[config.mk]
export PLATFORM = sky130hd
export DESIGN_NAME = resp_misr
export DESIGN_NICKNAME = d
export VERILOG_FILES = /design/src/rtl/resp_checker_pkg.sv /design/src/rtl/resp_misr.sv
export SDC_FILE = /design/constraint.sdc
export NUM_CORES = 1
export LEC_CHECK = 0
export ABC_AREA = 0
export CELL_PAD_IN_SITES_DETAIL_PLACEMENT = 1
export CELL_PAD_IN_SITES_GLOBAL_PLACEMENT = 1
export CORE_ASPECT_RATIO = 1.4
export CORE_MARGIN = 1
export CORE_UTILIZATION = 21
export CTS_CLUSTER_DIAMETER = 50
export CTS_CLUSTER_SIZE = 24
export DETAILED_ROUTE_END_ITERATION = 12
export PLACE_DENSITY_LB_ADDON = 0.1
export SLEW_MARGIN = 0
export SYNTH_ARGS = -nofsm -noshare
export SYNTH_HDL_FRONTEND = slang
export SYNTH_SLANG_ARGS = --single-unit
[constraint.sdc]
create_clock -name clk -period 1.6 [get_ports clk]
set_clock_uncertainty 0.05 [all_clocks]
set_input_delay 0.24 -clock clk [delete_from_list [all_inputs] [get_ports clk]]
set_output_delay 0.24 -clock clk [all_outputs]
set_load 0.02 [all_outputs]
[src/rtl/resp_checker_pkg.sv]
// Shared types, constants and the bus-to-signature fold for the lockstep
// response checker.
//   Build option: RESP_CHECKER_SIG_EN enables the MISR signature logic.
package resp_checker_pkg;

    localparam int unsigned OUT_W  = 330;
    localparam int unsigned CNT_W  = 32;
    localparam int unsigned SIG_W  = 32;
    localparam int unsigned NSLICE = (OUT_W + SIG_W - 1) / SIG_W;
    localparam int unsigned PAD_W  = NSLICE * SIG_W;

    localparam logic [SIG_W-1:0] POLY = 32'h04C11DB7;
    localparam logic [SIG_W-1:0] SEED = 32'hFFFFFFFF;

    typedef enum logic [1:0] {
        IDLE = 2'd0,
        RUN  = 2'd1,
        DONE = 2'd2
    } state_t;

    // XOR of all SIG_W-bit slices; the top slice is zero-padded.
    function automatic logic [SIG_W-1:0] fold(input logic [OUT_W-1:0] data);
        logic [PAD_W-1:0] padded;
        logic [SIG_W-1:0] acc;
        padded = PAD_W'(data);
        acc    = '0;
        for (int i = 0; i < int'(NSLICE); i++) begin
            acc = acc ^ padded[i*SIG_W +: SIG_W];
        end
        return acc;
    endfunction

endpackage

[src/rtl/resp_misr.sv]
// Multiple-input signature register compacting one DUT output stream.
//   clk, rst_n : clock, asynchronous active-low reset (sig cleared to 0)
//   load       : reload signature with SEED (takes priority over en)
//   en         : fold data into the signature this cycle
//   data       : DUT output bus
//   sig        : registered signature
module resp_misr
    import resp_checker_pkg::*;
(
    input  logic             clk,
    input  logic             rst_n,
    input  logic             load,
    input  logic             en,
    input  logic [OUT_W-1:0] data,
    output logic [SIG_W-1:0] sig
);

    logic [SIG_W-1:0] r_sig;
    logic [SIG_W-1:0] w_fb;

    // Galois-style feedback from the bit shifted out of the top
    assign w_fb = r_sig[SIG_W-1] ? POLY : '0;

    always_ff @(posedge clk or negedge rst_n) begin
        if (!rst_n) begin
            r_sig <= '0;
        end else if (load) begin
            r_sig <= SEED;
        end else if (en) begin
            r_sig <= {r_sig[SIG_W-2:0], 1'b0} ^ w_fb ^ fold(data);
        end
    end

    assign sig = r_sig;

endmodule

# After elaboration in Yosys (flattened, before gate mapping)
# Cells that the tools add are included.
op_classes:
  mux: 3
  n_bitwise: 12
  n_reduce_logical: 1
ops:
  columns: ["cell", "n"]
  rows:
  - ["bitwise XOR 32 bit", 10]
  - ["2-to-1 mux 32 bit", 2]
  - ["bitwise XOR 32 x 10 -> 32 bit", 1]
  - ["bitwise XOR 32 x 27 -> 32 bit", 1]
  - ["2-to-1 mux 27 bit", 1]
  - ["nonzero test 2 bit", 1]
word_totals:
  register_bits: 32
  input_bits: 334
  out_inout_bits: 32
  elab_cells: 17

# Logic depth before layout (Yosys ltp)
logic_depth:
  ltp_word: 13
  depth_mapped: 6
  ltp_nobuf: 4

# Worst setup path after synthesis
# No wires, ideal clock.
synth_path:
  path_type: "reg-to-reg"
  start: "register r_sig[31], in the netlist sig[31]"
  end: "register r_sig[1], in the netlist sig[1]"
  setup_ns: 0.124
  arrival_time_ns: 1.546
  required_ns: 1.426
  setup_slack_ns: -0.120
  stages_incl_launch_ff: 7
  n_path_buf: 2
  synth_period_minus_slack_ns: 1.720
  cell_sequence: "dfrtp_1 -> buf_6 -> buf_12 -> xnor2_1 -> xnor3_1 -> xnor2_1 -> a211o_1"
synth_via:
  elab_chain_cells: 5
synth_lines:
  columns: ["element", "line", "rtl"]
  rows:
  - ["start: declaration", "resp_misr.sv:18", "logic [SIG_W-1:0] r_sig;"]
  - ["start signal: assignment", "resp_misr.sv:30", "r_sig <= {r_sig[SIG_W-2:0], 1'b0} ^ w_fb ^ fold(data);"]
  - ["2-to-1 mux 27 bit", "resp_misr.sv:22", "assign w_fb = r_sig[SIG_W-1] ? POLY : '0;"]
  - ["bitwise XOR 32 x 27 -> 32 bit", "resp_misr.sv:30", null]
  - ["bitwise XOR 32 bit", "resp_misr.sv:30", null]
  - ["2-to-1 mux 32 bit", "resp_misr.sv:29", "end else if (en) begin"]
  - ["2-to-1 mux 32 bit", "resp_misr.sv:27", "end else if (load) begin"]
# Every way passes these cells. The select of a mux whose other input is x is not followed.
# A chain may end at the register's enable or synchronous reset.

# Worst setup path after layout
# Same ends and word-level chain as after synthesis.

==> metrics.log <==
[metrics] wire length per cell: 16.3 um
[metrics] number of storage elements in the synthesis netlist: 32
[metrics] CTS H-tree depth: 2
[metrics] final non-filler cell total: between 1000 and 1500
[metrics] Startpoint Class: register
[metrics] Synth area leader: sky130_fd_sc_hd__xnor2_1
[metrics] overflow left after global routing: 0
[metrics] initial DRC count: 37
[metrics] total core area: 21300 um2
[metrics] depth of the worst hold-timing path: 2
[metrics] post-route worst hold slack: 0.360 ns
[metrics] WL final: 17100 um
[metrics] total number of yosys warnings: 0
[metrics] PnR Total Power: 7.12 mW
[metrics] io pins: 366
[metrics] slew of the pin with the lowest slew margin: between 0.4 and 0.5 ns
[metrics] # clock sinks: 32
[metrics] result of the run: finished with violations
[metrics] critical setup path kind: reg -> reg
[metrics] Clock Tree Buf Depth: 2
[metrics] required time of the critical path: 1.71 ns
[metrics] start of the worst register-to-register path: sig[31]
[metrics] total half-perimeter wirelength after legalization and detailed placement: ~15000 um
[metrics] Max IR drop VDD: 0.000370 V
[metrics] hold-critical path endpoint: sig[31]
[metrics] setup slack, reg-to-reg: -0.02 ns
[metrics] cell count after synthesis: 408
[metrics] setup repair after global routing missed its margin: yes
[metrics] count of pins over their slew limit: 0
[metrics] cells taking the most area after synthesis: sky130_fd_sc_hd__xnor2_1 42%, sky130_fd_sc_hd__xnor3_1 22%, sky130_fd_sc_hd__dfrtp_1 18%
[metrics] TritonCTS clock tree: yes
[metrics] crit path max fanout: 8
[metrics] Die ar.: about 22000 um2
[metrics] width of the die: 127 um
[metrics] Cell Area, Synth: 4560 um2
[metrics] Tightest Hold Check Type: in -> reg
[metrics] share of the clock period used by the worst path after layout: 101%
[metrics] clock slew at reported path FFs: 0.05 ns
[metrics] area share of the largest cell type after synthesis: 41.8%
[metrics] number of iterations in the first detailed-routing pass: 4
[metrics] Power Density: 774 nW/um2
[metrics] Largest register FFs: 32
[metrics] vias in the first global route: 4978
[metrics] Critical Path AT: 1.73 ns
[metrics] sequential cell area fraction in the yosys report: 17.5%
[metrics] initial antenna violation count: 3
[metrics] Buffers on Ports: roughly 370
[metrics] critical path endpoint category: register
[metrics] via/cell ratio: 4.10
[metrics] worst reg-to-reg path cell count: 5
[metrics] setup slack after placement: -0.413 ns
[metrics] placed cell area: 8690 um2
[metrics] count of placed standard cells including taps: 1038
[metrics] worst max-slew margin expressed relative to the limit: 67.6%
[metrics] Final min period: around 1.6 ns
[metrics] number of standard-cell rows in the floorplan: 63
[metrics] maximum number of pins on one net before global-route repair: 37
[metrics] Hold Startpoint: load
[metrics] syn_area_per_cell: 11.2 um2
[metrics] wire length of the first global-routing pass: 25300 um
[metrics] clock network latency to the later pin of the worst-skew pair: 0.27 ns
[metrics] proportion of layout cells with a drive suffix above 1: 9.90%
[metrics] final standard cell area without fillers: between 9000 and 10000 um2
[metrics] Residual DRC: 0
[metrics] final setup vio count: 4
[metrics] post-synthesis net count: 742
[metrics] achievable frequency: just over 0.6 GHz
[metrics] master cell of the clock root buffer: sky130_fd_sc_hd__clkbuf_16
[metrics] capturing point of the worst reg2reg path: sig[1]
[metrics] leakage dissipation: 3.98 nW
[metrics] starting utilization of the core area: 21.4%
[metrics] Routability Congestion: 0.697
[metrics] final-stage net count: approximately 1100
[metrics] area delta synth->final: 102%
[metrics] min setup slack post-route: -0.0224 ns
[metrics] vias after detailed routing: 4313
[metrics] number of distinct library cell variants in the gate-level netlist after synthesis: 13
[metrics] ANT nets after route: 0
[metrics] failing checks: setup timing
[metrics] Max-cap violations: 0
[metrics] die height: 176 um
[metrics] GRT Util Overall: 14.8%
[metrics] final hold violation count: 0
[metrics] cts bufs inserted: 5
## synth_stat cells (all sizes together)
cell type  number
xnor2         223
xnor3          44
dfrtp          32
xor2           32
nor2b          22
a211o          21
a21oi          11
nor3           11
clkbuf          7
buf             5
## cells by family after synthesis
kind of cell / Yosys count / share of synthesized area, %
flops: 32 / 17.5
xor+xnor: 299 / 71.5
compound gates: 32 / 5.24
buf+inv: 12 / 1.51
simple gates: 33 / 4.22
## area by class of cell
type	count	area (um2)
repair buffers	384	3860
multi-input cells	364	4060
fillers	2326	12100
clock buffers	8	146
flip-flops and latches	32	802
diodes	3	7.51
well taps	260	325
## stage by stage
step / util (%) / TNS [ns]
after floorplan: - / -0.195
after global placement: 40.8 / -8.00
after detailed placement: 40.8 / -8.73
after CTS: 41.6 / -0.223
after global routing: 43.2 / -0.586
final: 43.2 / -0.0443
## placed cells by master (no fill, tap or decap), drive strengths merged
cell and count:
xor2 32, diode 3, xnor3 44, dlygate4sd2 51, dlygate4sd3 1, clkbuf 8
buf 21, xnor2 223, a211o 21, a21oi 11, nor3 11, dlymetal6s2s 36
dfrtp 32, nor2b 22, clkdlybuf4s15 1, clkdlybuf4s50 274
## power breakdown
group          switching [mW]  internal, mW
Clock                   0.337         0.620
Sequential              0.237          1.01
Combinational            1.77          3.15
Total                    2.34          4.78
## worst max-delay path by stage
stage	from	end	slack [ns]
after floorplan	sig[31]	sig[1]	-0.03
after global placement	data[129]	sig[1]	-0.35
after detailed placement	data[129]	sig[1]	-0.41
after CTS	sig[31]	sig[1]	-0.05
after global routing	data[104]	sig[8]	-0.08
final	sig[31]	sig[1]	-0.02
## worst max-delay path: stages, from the launching register on
cell and delay, ns:
sky130_fd_sc_hd__dfrtp_2 0.47, sky130_fd_sc_hd__buf_12 0.19, sky130_fd_sc_hd__xnor2_2 0.13, sky130_fd_sc_hd__xnor3_1 0.26, sky130_fd_sc_hd__xnor2_1 0.14, sky130_fd_sc_hd__a211o_1 0.25
## repair_timing
| item | in CTS | in global routing |
|---|---|---|
| hold endpoints to repair | 17 | 0 |
| pin swaps | 68 | 69 |
| hold buffers | 1 | 0 |
| gates resized for setup | 62 | 67 |
| endpoints found under the setup margin | 56 | 30 |
| buffers inserted | 0 | 1 |
| cloned | 0 | 0 |
## routing by layer
layer	vias to the layer above	track usage, %	wire (um)
met2	181	32.1	10400
met5	-	0	0
li1	2087	-	-
met3	13	3.36	1190
met4	0	3.87	206
met1	2032	13.2	5380
Power figures use the tool's default switching activity.
==> patch: new RTL, same flow settings <==
Make the reset (`rst_n`) synchronous in one clocked block. Comments in the files are not updated.
--- a/src/rtl/resp_misr.sv
+++ b/src/rtl/resp_misr.sv
@@ -23,3 +23,3 @@
 
-    always_ff @(posedge clk or negedge rst_n) begin
+    always_ff @(posedge clk) begin
         if (!rst_n) begin
Function: differs if rst_n is asserted again (counterexample within 4 cycles, from zero or initial values and one cycle with rst_n low); with rst_n held inactive, the same outputs for 10 cycles.
==> patch against the unedited design <==
- sequential cell count stayed put
- wire length is 0.99% higher
- total power down 14%
- worst setup slack gained 0.031 ns
- via count fell by 0.14%
- design area is 5.0% lower
- clock power decreased by 1%
- synthesized cell count up 0.25%
- area after synthesis down 6.9%
==> patch: results (changes against the unedited design) <==
status=completed; setup ws final=0.00865 ns (+0.0311 ns); Post-Place Worst Slack=-0.467 ns (-0.0539 ns); Pleak=3.55 nW (-11%); top post-synthesis cells by area=xnor2_1 (47%), xnor3_1 (20%), dfxtp_1 (15%); CP max FO=1 (-7); GRT Overall Usage=15.9% (+1.1 points); initial antenna violation count=0 (-3); dpl hpwl=15200 um (+2.1%); drt first pass iters=3 (-1); top post-synthesis cells by count=xnor2_1 (226), xor2_1 (41), xnor3_1 (38); Synth Flop Type=dfxtp_1; Fill cells=2260 (-2.8%); synthesized area per cell=10.4 um2 (-7.2%); worst slew pin tran=0.339 ns (-0.147 ns); ANT cells=0 (-3); Vias/cell=4.12 (+0.34%); layout cells sized above 1=7.93% (-2.0 points); nets=1127 (+0.54%); Max clock buf depth=2 (unchanged); first-pass GRT wire length=24600 um (-2.7%); Iteration-0 DRC Markers=48 (+30%); maximum VDD drop=0.000314 V (-15%); hold crit path type=flip-flop to flip-flop; vias in the first global route=4846 (-2.7%); gp weighted congestion=0.727 (+4.3%); reg-to-reg startpoint=sig[31]; largest net degree at the start of global routing=20 (-46%); worst reg-to-reg path cell count=6 (+1); CP startpoint=data[101]; post-synthesis sequential area ratio=15.1% (-2.5 points)
==> patch: area by class of cell <==
| cell class | count | area (um2) | share of cell area, % |
|---|---|---|---|
| Timing Repair Buffer | 388 | 3910 | 44.7 |
| Clock buffer | 7 | 133 | 1.52 |
| Clock inverter | 1 | 5.00 | 0.0572 |
| Multi-Input combinational cell | 366 | 3740 | 42.7 |
| Tap cell | 252 | 315 | 3.61 |
| Sequential cell | 32 | 647 | 7.40 |
==> patch: cell families after synthesis <==
family	after synthesis	synth area share, %
buffers and inverters	11	1.53
AND/OR/NAND/NOR	3	0.442
XOR/XNOR	305	75.2
AO/OA/AOI/OAI	58	7.72
flip-flops	32	15.1
==> patch: worst min-delay path by stage <==
| stage | startpoint | endpoint | slack (ns) | depth (start not counted) |
|---|---|---|---|---|
| finish | sig[22] | sig[22] | 0.53 | 2 |
| global route | sig[17] | sig[17] | 0.55 | 2 |
| CTS | sig[15] | sig[15] | 0.53 | 2 |
| detailed placement | sig[15] | sig[15] | 0.51 | 2 |
| global placement | sig[25] | sig[25] | 0.51 | 2 |
| floorplan | rst_n | sig[27] | 0.33 | 2 |
==> patch: timing repair <==
action,4_1_cts,5_1_grt
pin swaps,13,20
setup endpoints to repair,37,22
resized for setup,46,32
buffers inserted,3,2
==> patch: metal layers <==
metal  global-route usage (%)  part of all wire (%)
met1                     13.3                    30
met2                     34.8                    60
met3                     4.22                   9.0
met4                     3.82                   1.5
met5                        0                     0
==> patch: stage by stage <==
| stage | hold WS, ns | util [%] | power [mW] | TNS (ns) | area (um2) |
|---|---|---|---|---|---|
| after CTS | 0.528 | 43.2 | 6.28 | -0.391 | 8580 |
| after floorplan | 0.328 | - | 3.60 | -0.0648 | 4260 |
| after detailed placement | 0.510 | 42.1 | 5.27 | -6.60 | 8360 |
| after global routing | 0.552 | 44.1 | 6.52 | -0.0817 | 8740 |
| after global placement | 0.506 | 42.1 | 5.22 | -5.43 | 8360 |
| final | 0.527 | 44.1 | 6.14 | 0 | 8740 |
==> patch: power by group <==
group | total (mW) | switching, mW | leakage (nW) | internal (mW)
Sequential | 1.09 | 0.150 | 0.270 | 0.937
Clock | 0.944 | 0.369 | 0.0679 | 0.575
Combinational | 4.11 | 1.37 | 3.21 | 2.74
==> patch: critical path, cell delays in order <==
cell             delay, ns
clkdlybuf4s50_1       0.49
xnor2_1               0.12
xnor3_1               0.43
xnor3_1               0.19
o221a_2               0.25
